### config.mk
export PLATFORM = sky130hd
export DESIGN_NAME = bitserial_div_flat
export DESIGN_NICKNAME = d
export VERILOG_FILES = /design/src/rtl/bitserial_div_pkg.sv /design/src/rtl/bitserial_div_if.sv /design/src/rtl/bitserial_div_step.sv /design/src/rtl/bitserial_div.sv /design/src/flat_wrapper.sv
export SDC_FILE = /design/constraint.sdc
export NUM_CORES = 1
export LEC_CHECK = 0
export ABC_AREA = 0
export BUFFER_PORTS_ARGS = -buffer_cell sky130_fd_sc_hd__buf_2
export CAP_MARGIN = 30
export CORE_MARGIN = 1.5
export CORE_UTILIZATION = 37
export DETAILED_ROUTE_END_ITERATION = 8
export GPL_TIMING_DRIVEN = 0
export REMOVE_ABC_BUFFERS = 1
export SYNTH_ARGS = -nofsm -noshare
export SYNTH_HDL_FRONTEND = slang
export SYNTH_SLANG_ARGS = --single-unit
### constraint.sdc
create_clock -name clk -period 2.8 [get_ports clk]
set_input_delay 0 -clock clk [delete_from_list [all_inputs] [get_ports clk]]
set_output_delay 0 -clock clk [all_outputs]
set_load 0.02 [all_outputs]
### src/rtl/bitserial_div_pkg.sv
// bitserial_pkg: shared FSM state type, default width and counter sizing helper
package bitserial_pkg;
  typedef enum logic [1:0] {IDLE, RUN, DONE} state_t;
  localparam int BSDIV_N_DEFAULT = 8;
  function automatic int clog2(input int v);
    int r = 0;
    while ((1 << r) < v) r++;
    return r;
  endfunction
endpackage

### src/rtl/bitserial_div_if.sv
// bitserial_div_if: request/result bundle of the bit-serial divider
// master drives start/dividend/divisor; slave returns busy/done/quot/rem (+dz with BSDIV_DIVZERO_EN)
interface bitserial_div_if import bitserial_pkg::*; #(parameter int N = BSDIV_N_DEFAULT) ();
  logic         start;
  logic [2*N-1:0] dividend;
  logic [N-1:0] divisor;
  logic         busy;
  logic         done;
  logic [2*N-1:0] quot;
  logic [N-1:0] rem;
`ifdef BSDIV_DIVZERO_EN
  logic         dz;
  modport master (output start, dividend, divisor, input busy, done, quot, rem, dz);
  modport slave (input start, dividend, divisor, output busy, done, quot, rem, dz);
`else
  modport master (output start, dividend, divisor, input busy, done, quot, rem);
  modport slave (input start, dividend, divisor, output busy, done, quot, rem);
`endif
endinterface

### src/rtl/bitserial_div_step.sv
// bitserial_div_step: one restoring-division step (compare, conditional subtract)
// pr_i: shifted partial remainder, div_i: divisor; pr_o: next remainder, q_o: quotient bit
module bitserial_div_step import bitserial_pkg::*; #(parameter int N = BSDIV_N_DEFAULT) (
  input  logic [N:0]   pr_i,
  input  logic [N-1:0] div_i,
  output logic [N:0]   pr_o,
  output logic         q_o
);
  assign q_o  = pr_i >= {1'b0, div_i};
  assign pr_o = q_o ? pr_i - {1'b0, div_i} : pr_i;
endmodule

### src/rtl/bitserial_div.sv
// bitserial_div: restoring bit-serial divider, 2N/N -> 2N quotient + N remainder, one bit per clock
// clk/rst: clock and sync active-high reset; bus: bitserial_div_if.slave request/result bundle
// BSDIV_DIVZERO_EN: adds dz and a one-cycle shortcut for a zero divisor
module bitserial_div import bitserial_pkg::*; #(parameter int N = BSDIV_N_DEFAULT) (
  input logic clk,
  input logic rst,
  bitserial_div_if.slave bus
);
  localparam int CW = clog2(2*N+1);
  state_t         state_q, state_d;
  logic [CW-1:0]  cnt_q, cnt_d;
  logic [2*N-1:0] dvd_q, dvd_d, quot_q, quot_d;
  logic [N-1:0]   dvs_q, dvs_d, rem_q, rem_d;
  logic [N:0]     pr_q, pr_d, pr_sh, pr_nx;
  logic           qb;
`ifdef BSDIV_DIVZERO_EN
  logic           dz_q, dz_d;
  assign bus.dz = dz_q;
`endif
  // dvd_q doubles as the quotient shift register: dividend bits leave at the top, quotient bits enter at the bottom
  assign pr_sh = (pr_q << 1) | (N+1)'(dvd_q[2*N-1]);
  bitserial_div_step #(.N(N)) u_step (.pr_i(pr_sh), .div_i(dvs_q), .pr_o(pr_nx), .q_o(qb));
  always_comb begin
    state_d = state_q;
    cnt_d   = cnt_q;
    dvd_d   = dvd_q;
    dvs_d   = dvs_q;
    pr_d    = pr_q;
    quot_d  = quot_q;
    rem_d   = rem_q;
`ifdef BSDIV_DIVZERO_EN
    dz_d    = dz_q;
`endif
    case (state_q)
      IDLE: if (bus.start) begin
        state_d = RUN;
        cnt_d   = CW'(2*N);
        dvd_d   = bus.dividend;
        dvs_d   = bus.divisor;
        pr_d    = '0;
`ifdef BSDIV_DIVZERO_EN
        dz_d    = ~|bus.divisor;
        if (dz_d) begin
          state_d = DONE;
          quot_d  = '1;
          rem_d   = bus.dividend[N-1:0];
        end
`endif
      end
      RUN: begin
        pr_d  = pr_nx;
        dvd_d = {dvd_q[2*N-2:0], qb};
        cnt_d = cnt_q - CW'(1);
        if (cnt_q == CW'(1)) begin
          state_d = DONE;
          quot_d  = {dvd_q[2*N-2:0], qb};
          rem_d   = pr_nx[N-1:0];
        end
      end
      default: state_d = IDLE;
    endcase
  end
  always_ff @(posedge clk) begin
    if (rst) begin
      state_q <= IDLE;
      cnt_q   <= '0;
      dvd_q   <= '0;
      dvs_q   <= '0;
      pr_q    <= '0;
      quot_q  <= '0;
      rem_q   <= '0;
`ifdef BSDIV_DIVZERO_EN
      dz_q    <= 1'b0;
`endif
    end else begin
      state_q <= state_d;
      cnt_q   <= cnt_d;
      dvd_q   <= dvd_d;
      dvs_q   <= dvs_d;
      pr_q    <= pr_d;
      quot_q  <= quot_d;
      rem_q   <= rem_d;
`ifdef BSDIV_DIVZERO_EN
      dz_q    <= dz_d;
`endif
    end
  end
  assign bus.busy = state_q != IDLE;
  assign bus.done = state_q == DONE;
  assign bus.quot = quot_q;
  assign bus.rem  = rem_q;
endmodule

### src/flat_wrapper.sv
// flat-port wrapper written by rule: the top's interface ports become plain ports
module bitserial_div_flat import bitserial_pkg::*;
#(parameter int N = BSDIV_N_DEFAULT)
  (clk, rst, bus_start, bus_dividend, bus_divisor, bus_busy, bus_done, bus_quot, bus_rem);
  bitserial_div_if #(.N(N)) bus_i ();
  input logic clk;
  input logic rst;
  input wire logic [$bits(bus_i.start)-1:0] bus_start;
  input wire logic [$bits(bus_i.dividend)-1:0] bus_dividend;
  input wire logic [$bits(bus_i.divisor)-1:0] bus_divisor;
  output wire logic [$bits(bus_i.busy)-1:0] bus_busy;
  output wire logic [$bits(bus_i.done)-1:0] bus_done;
  output wire logic [$bits(bus_i.quot)-1:0] bus_quot;
  output wire logic [$bits(bus_i.rem)-1:0] bus_rem;
  assign bus_i.start = bus_start;
  assign bus_i.dividend = bus_dividend;
  assign bus_i.divisor = bus_divisor;
  assign bus_busy = bus_i.busy;
  assign bus_done = bus_i.done;
  assign bus_quot = bus_i.quot;
  assign bus_rem = bus_i.rem;
  bitserial_div #(.N(N)) u_core (.clk(clk), .rst(rst), .bus(bus_i));
endmodule
-- Word level (Yosys, flattened, before mapping)
Cells that the tools add are included.
- add/subtract/negate cells: 2
- magnitude comparators: 1
- equality and inequality tests: 5
- mux-type cells: 10
- bitwise logic cells: 1
- reduce and logical (&&, ||, !) cells: 7
- operator list (cell ; number):
    $pmux 16 s2 ; 1
    $mux 16 ; 1
    $mux 8 ; 2
    $pmux 8 s2 ; 1
    $pmux 5 s2 ; 1
    $ge 9x8->1 ; 1
    $or 9x1->9 ; 1
    $reduce_and 2->1 ; 4
    $sub 8x8->8 ; 1
    $eq 5x1->1 const B ; 1
    $mux 5 ; 1
    $sub 5x1->5 const B ; 1
    $mux 2 ; 2
    $pmux 2 s2 ; 1
    $reduce_bool 2->1 ; 2
    $eq 2x1->1 const B ; 1
    $eq 2x2->1 const B ; 1
    $logic_not 2->1 ; 1
    $ne 2x1->1 const B ; 1
    $ne 2x2->1 const B ; 1
- bits in registers: 63
- input bits: 27
- logic and storage cells: 33

-- Longest topological paths before layout
- depth after elaboration: 4
- depth in mapped cells: 9

-- By module
Synthesis repeated with hierarchy kept, for this count alone.
- cells, all modules: 361
- area total of the unflattened synthesis: 3281.9 µm²
- modules (own cells, without submodules) (module ; times used ; cells an instance ; area an instance (µm²) ; sequential area each (µm²)):
    bitserial_div ; 1 ; 285 ; 2735.1 ; 1261.2
    bitserial_div_step ; 1 ; 76 ; 546.8 ; 0.0

-- Worst setup path after synthesis
Ideal clock, no wire load.
- kind: flip-flop to flip-flop
- from: reg u_core.dvd_q[15]
- to: reg u_core.rem_q[6], in the netlist u_core.bus.rem[6]
- library setup time: 86 ps
- arrival time: 2039 ps
- data required time: 2714 ps
- slack: 676 ps
- stages on the path, launching flop included: 10
- path buffers: 0
- clock period less this slack: 2124 ps
- cell sequence: dfxtp_1 > inv_1 > ha_1 > inv_1 > fa_1 > a211o_1 > a2111oi_0 > a41oi_1 > a22o_1 > a211oi_1
- longest elaborated chain between the ends: 3
- elaborated cells between the ends (all ways): 4
- classes of those cells: add/sub (1); order compare (1); mux (1); bitwise (1)
- ends and longest elaborated chain (item ; line ; text):
    start, declared ; bitserial_div.sv:12 ; logic [2*N-1:0] dvd_q, dvd_d, quot_q, quot_d;
    start signal, assigned ; bitserial_div.sv:78 ; dvd_q <= dvd_d;
    $or 9x1->9 * ; bitserial_div.sv:21 ; assign pr_sh = (pr_q << 1) | (N+1)'(dvd_q[2*N-1]);
    $sub 8x8->8 / $ge 9x8->1 (equally long branches) ; bitserial_div_step.sv:10, bitserial_div_step.sv:9 ;
    $mux 8 * ; bitserial_div_step.sv:10 ; assign pr_o = q_o ? pr_i - {1'b0, div_i} : pr_i;
    end signal, assigned ; bitserial_div.sv:82 ; rem_q <= rem_d;
    end, declared ; bitserial_div.sv:13 ; logic [N-1:0] dvs_q, dvs_d, rem_q, rem_d;
Every way passes the cells marked *; elsewhere a longest branch is shown, timed or not.
A chain may end at the register's enable or synchronous reset.

-- Worst setup path in the final report
- from: reg u_core.pr_q[5]
- to: reg u_core.rem_q[2], in the netlist u_core.bus.rem[2]
- longest elaborated chain between the ends: 3
- ends and longest elaborated chain (item ; line ; text):
    start, declared ; bitserial_div.sv:14 ; logic [N:0] pr_q, pr_d, pr_sh, pr_nx;
    start signal, assigned ; bitserial_div.sv:80 ; pr_q <= pr_d;
    $or 9x1->9 ; bitserial_div.sv:21 ;
    $ge 9x8->1 ; bitserial_div_step.sv:9 ; assign q_o = pr_i >= {1'b0, div_i};
    $mux 8 ; bitserial_div_step.sv:10 ;
No other way between the ends.

==> flow_summary.yaml <==
sta:
  tns_ps: 0
  grt_setup_unrepaired: "no"
  hold_viol_final: 0
  finalCritPeriodShare: 0.910
  finalMaxSlewViolations: 0
  setup_ws_ps: 253
  skew_ps: 6.41
  final-setup-viol-count: 0
  fmax_ghz: 0.393
  slew_headroom: 0.350
  worstMarginPinSlew_ps: 969
  finalCriticalPeriod_ps: 2550
logic_synthesis:
  async_flop_share: 0
  synth.avg_cell_area_um2: 8.13
  ys.flop_type: "dfxtp_1"
  synth_area_mm2: 0.00294
  yosysMostFrequentCell: "nand2_1"
  synthDistinctLibCells: 45
  synthCells: 361
  ys_seq_elements: 63
  yosysSeqAreaShare: 0.430
  synthTopCellsByArea: "dfxtp_1, nand2_1, a21oi_1, ha_1, a22oi_1"
  synth_top_area_frac: 0.430
  yosysTopAreaCell: "dfxtp_1"
  synth-edff-count: 0
  synth_commonest_cells: "nand2_1, dfxtp_1, a21oi_1, nor2_1, a22oi_1"
  ys.warnings.count: 0
clock_tree:
  post_cts_resized: 0
  cts_buffer_depth: 2
  worstSkewPairLatency_ps: 350
  cts_root_buffer: "clkbuf_8"
  cts_buffers: 9
  postCtsSetupBuffers: 0
  cts_max_level: 3
  cts_hold_buf: 24
  clock-sinks: 63
  clkTransAtPathRegs_ps: 70
  cts_tree: "yes"
die:
  die_w_um: 92.1
  design.core.area_mm2: 0.00769
  die_h_um: 92.1
  rows: 32
  start_util: 0.382
  io_pins: 53
  die_area_mm2: 0.00848
setup_path:
  cp.arrival_ps: 2780
  critPathMaxFanout: 16
  worstPathRequired_ps: 3040
  start_kind: "register"
  critical_path_buf_inv_count: 0
  worst_r2r_endpoint: "u_core.bus.rem[2]$_SDFFE_PP0P_"
  cp_top_family: "compound AO/OA/AOI/OAI gates"
  path_class: "reg -> reg"
  crit_path_end_kind: "register"
  worst-r2r-cell-count: 6
  rrSetupSlack_ps: 250
  reg2reg_from: "u_core.pr_q[5]$_SDFFE_PP0P_"
  path_cells: "ha_1, a21oi_2, nor2b_1, nor3_2, a2111oi_0, a211o_1"
  critPathMaxStageDelay_ps: 740
  slowest_stage: "nor3_2"
  critPathLaunch: "u_core.pr_q[5]$_SDFFE_PP0P_"
global_routing:
  grt_overflow: 0
  grt_pass1_wl_um: 12100
  grt_max_degree: 49
  grt_usage: 0.180
  antenna_found_initial: 0
  grt_pass1_vias: 2499
hold_path:
  hold_path_startpoint: "rst"
  holdPathEnd: "u_core.dvs_q[6]$_SDFFE_PP0P_"
  hp-class: "in -> reg"
  holdPathStages: 2
power_and_ir_drop:
  seq_power_share: 0.384
  leakagePower_nw: 1.51
  peakVddDrop_v: 0.000276
  switching_share: 0.321
  clkPwrFrac: 0.348
  power_mw: 2.61
  p_int_mw: 1.77
  p_switching_uw: 839
  combPwrFrac: 0.268
  powerDensity_mw_per_mm2: 691
place:
  place_ws_ps: 374
  placed_area_mm2: 0.00331
  io_buffers: 52
  gp_congestion: 0.850
  hpwlAfterDp_um: 4890
layout:
  diodes: 0
  fillers: 799
  nNetsFinal: 468
  drive_gt1_frac: 0.193
  area_growth_pct: 28.9
  seq_area_mm2: 0.00126
  multiInputGateArea_mm2: 0.00154
  postLayoutCellArea_mm2: 0.00378
detailed_routing:
  postRouteAntennaNets: 0
  viasPerCell: 5.21
  drt-total-wl_um: 7360
  wl_per_cell_um: 13.7
  drt-initial-drc-count: 185
  first_pass_iters: 5
  vias: 2797
  remaining_drc_errors: 0
status:
  status: "complete, no violations"
job:
  cap_violations: 0
-- sequential cells by signal, summed over array words and instances, names as in the netlist --
signal	cells
u_core.cnt_q	5
u_core.state_q	2
u_core.bus.quot	16
u_core.bus.rem	8
u_core.dvd_q	16
u_core.pr_q	8
u_core.dvs_q	8
-- power by group through the flow --
stage          clock network (mW)  logic (mW)  registers (mW)
3_5_place_dp                    0       0.662            1.02
2_1_floorplan                   0       0.474            1.01
4_1_cts                     0.926       0.694            1.00
5_1_grt                     0.961       0.779            1.01
6_report                    0.910       0.700            1.00
3_3_place_gp                    0       0.641            1.02
-- cells in the final DEF (no fill, tap or decap), drive strengths merged, types with 3 or more instances in the layout --
master / synthesis / layout
nand2: 73 / 73
dfxtp: 63 / 63
buf: 13 / 57
a21oi: 50 / 50
dlygate4sd3: 0 / 24
nor2: 23 / 23
a22oi: 16 / 16
inv: 13 / 13
clkbuf: 10 / 11
ha: 10 / 10
nand3: 8 / 8
o21ai: 8 / 8
a211oi: 7 / 7
nor3: 7 / 7
a311oi: 5 / 5
a31oi: 5 / 5
nor3b: 5 / 5
o211ai: 4 / 4
nor2b: 4 / 4
nand2b: 3 / 3
o21a: 3 / 3
or3: 3 / 3
a211o: 3 / 3
a2111oi: 3 / 3
-- worst max-delay path by stage --
stage               depth (start not counted)                              to  slack, ps
global placement                            4    u_core.dvd_q[0]$_SDFFE_PP0P_       -370
detailed placement                          6  u_core.bus.rem[2]$_SDFFE_PP0P_        370
global route                                7  u_core.bus.rem[2]$_SDFFE_PP0P_        130
finish                                      6  u_core.bus.rem[2]$_SDFFE_PP0P_        250
CTS                                         6  u_core.bus.rem[2]$_SDFFE_PP0P_        330
floorplan                                   5  u_core.bus.rem[0]$_SDFFE_PP0P_        470
-- area by class of cell --
class                   count  area share
clock buffers              11      0.0400
well taps                 102      0.0337
clock inverters             5      0.0212
flip-flops and latches     63       0.333
inverters                  13      0.0129
repair buffers             81       0.152
multi-input cells         262       0.407
-- layer usage --
layer	global-route usage	share of wire	routed length, um
met1	0.245	0.48	3500
met5	0	0	0
met4	0.0821	0.019	140
met3	0.0315	0.033	245
met2	0.275	0.47	3480
-- cells by family after synthesis --
logic type	share of synthesized area
muxes	0.00384
buffers and inverters	0.0499
and+or+nand+nor	0.202
AOI/OAI and AO/OA	0.256
adders and majority gates	0.0494
xor gates and xnor gates	0.00895
DFF	0.430
-- per-stage QoR --
stage / hold WS, ps / utilization / instances
floorplan: 69.1 / - / 338
global placement: 239 / 0.420 / 492
detailed placement: 248 / 0.431 / 497
CTS: 53.1 / 0.492 / 537
global route: 79.3 / 0.492 / 537
finish: 58.9 / 0.492 / 537
Note: power is estimated with default switching activity, not from simulation.
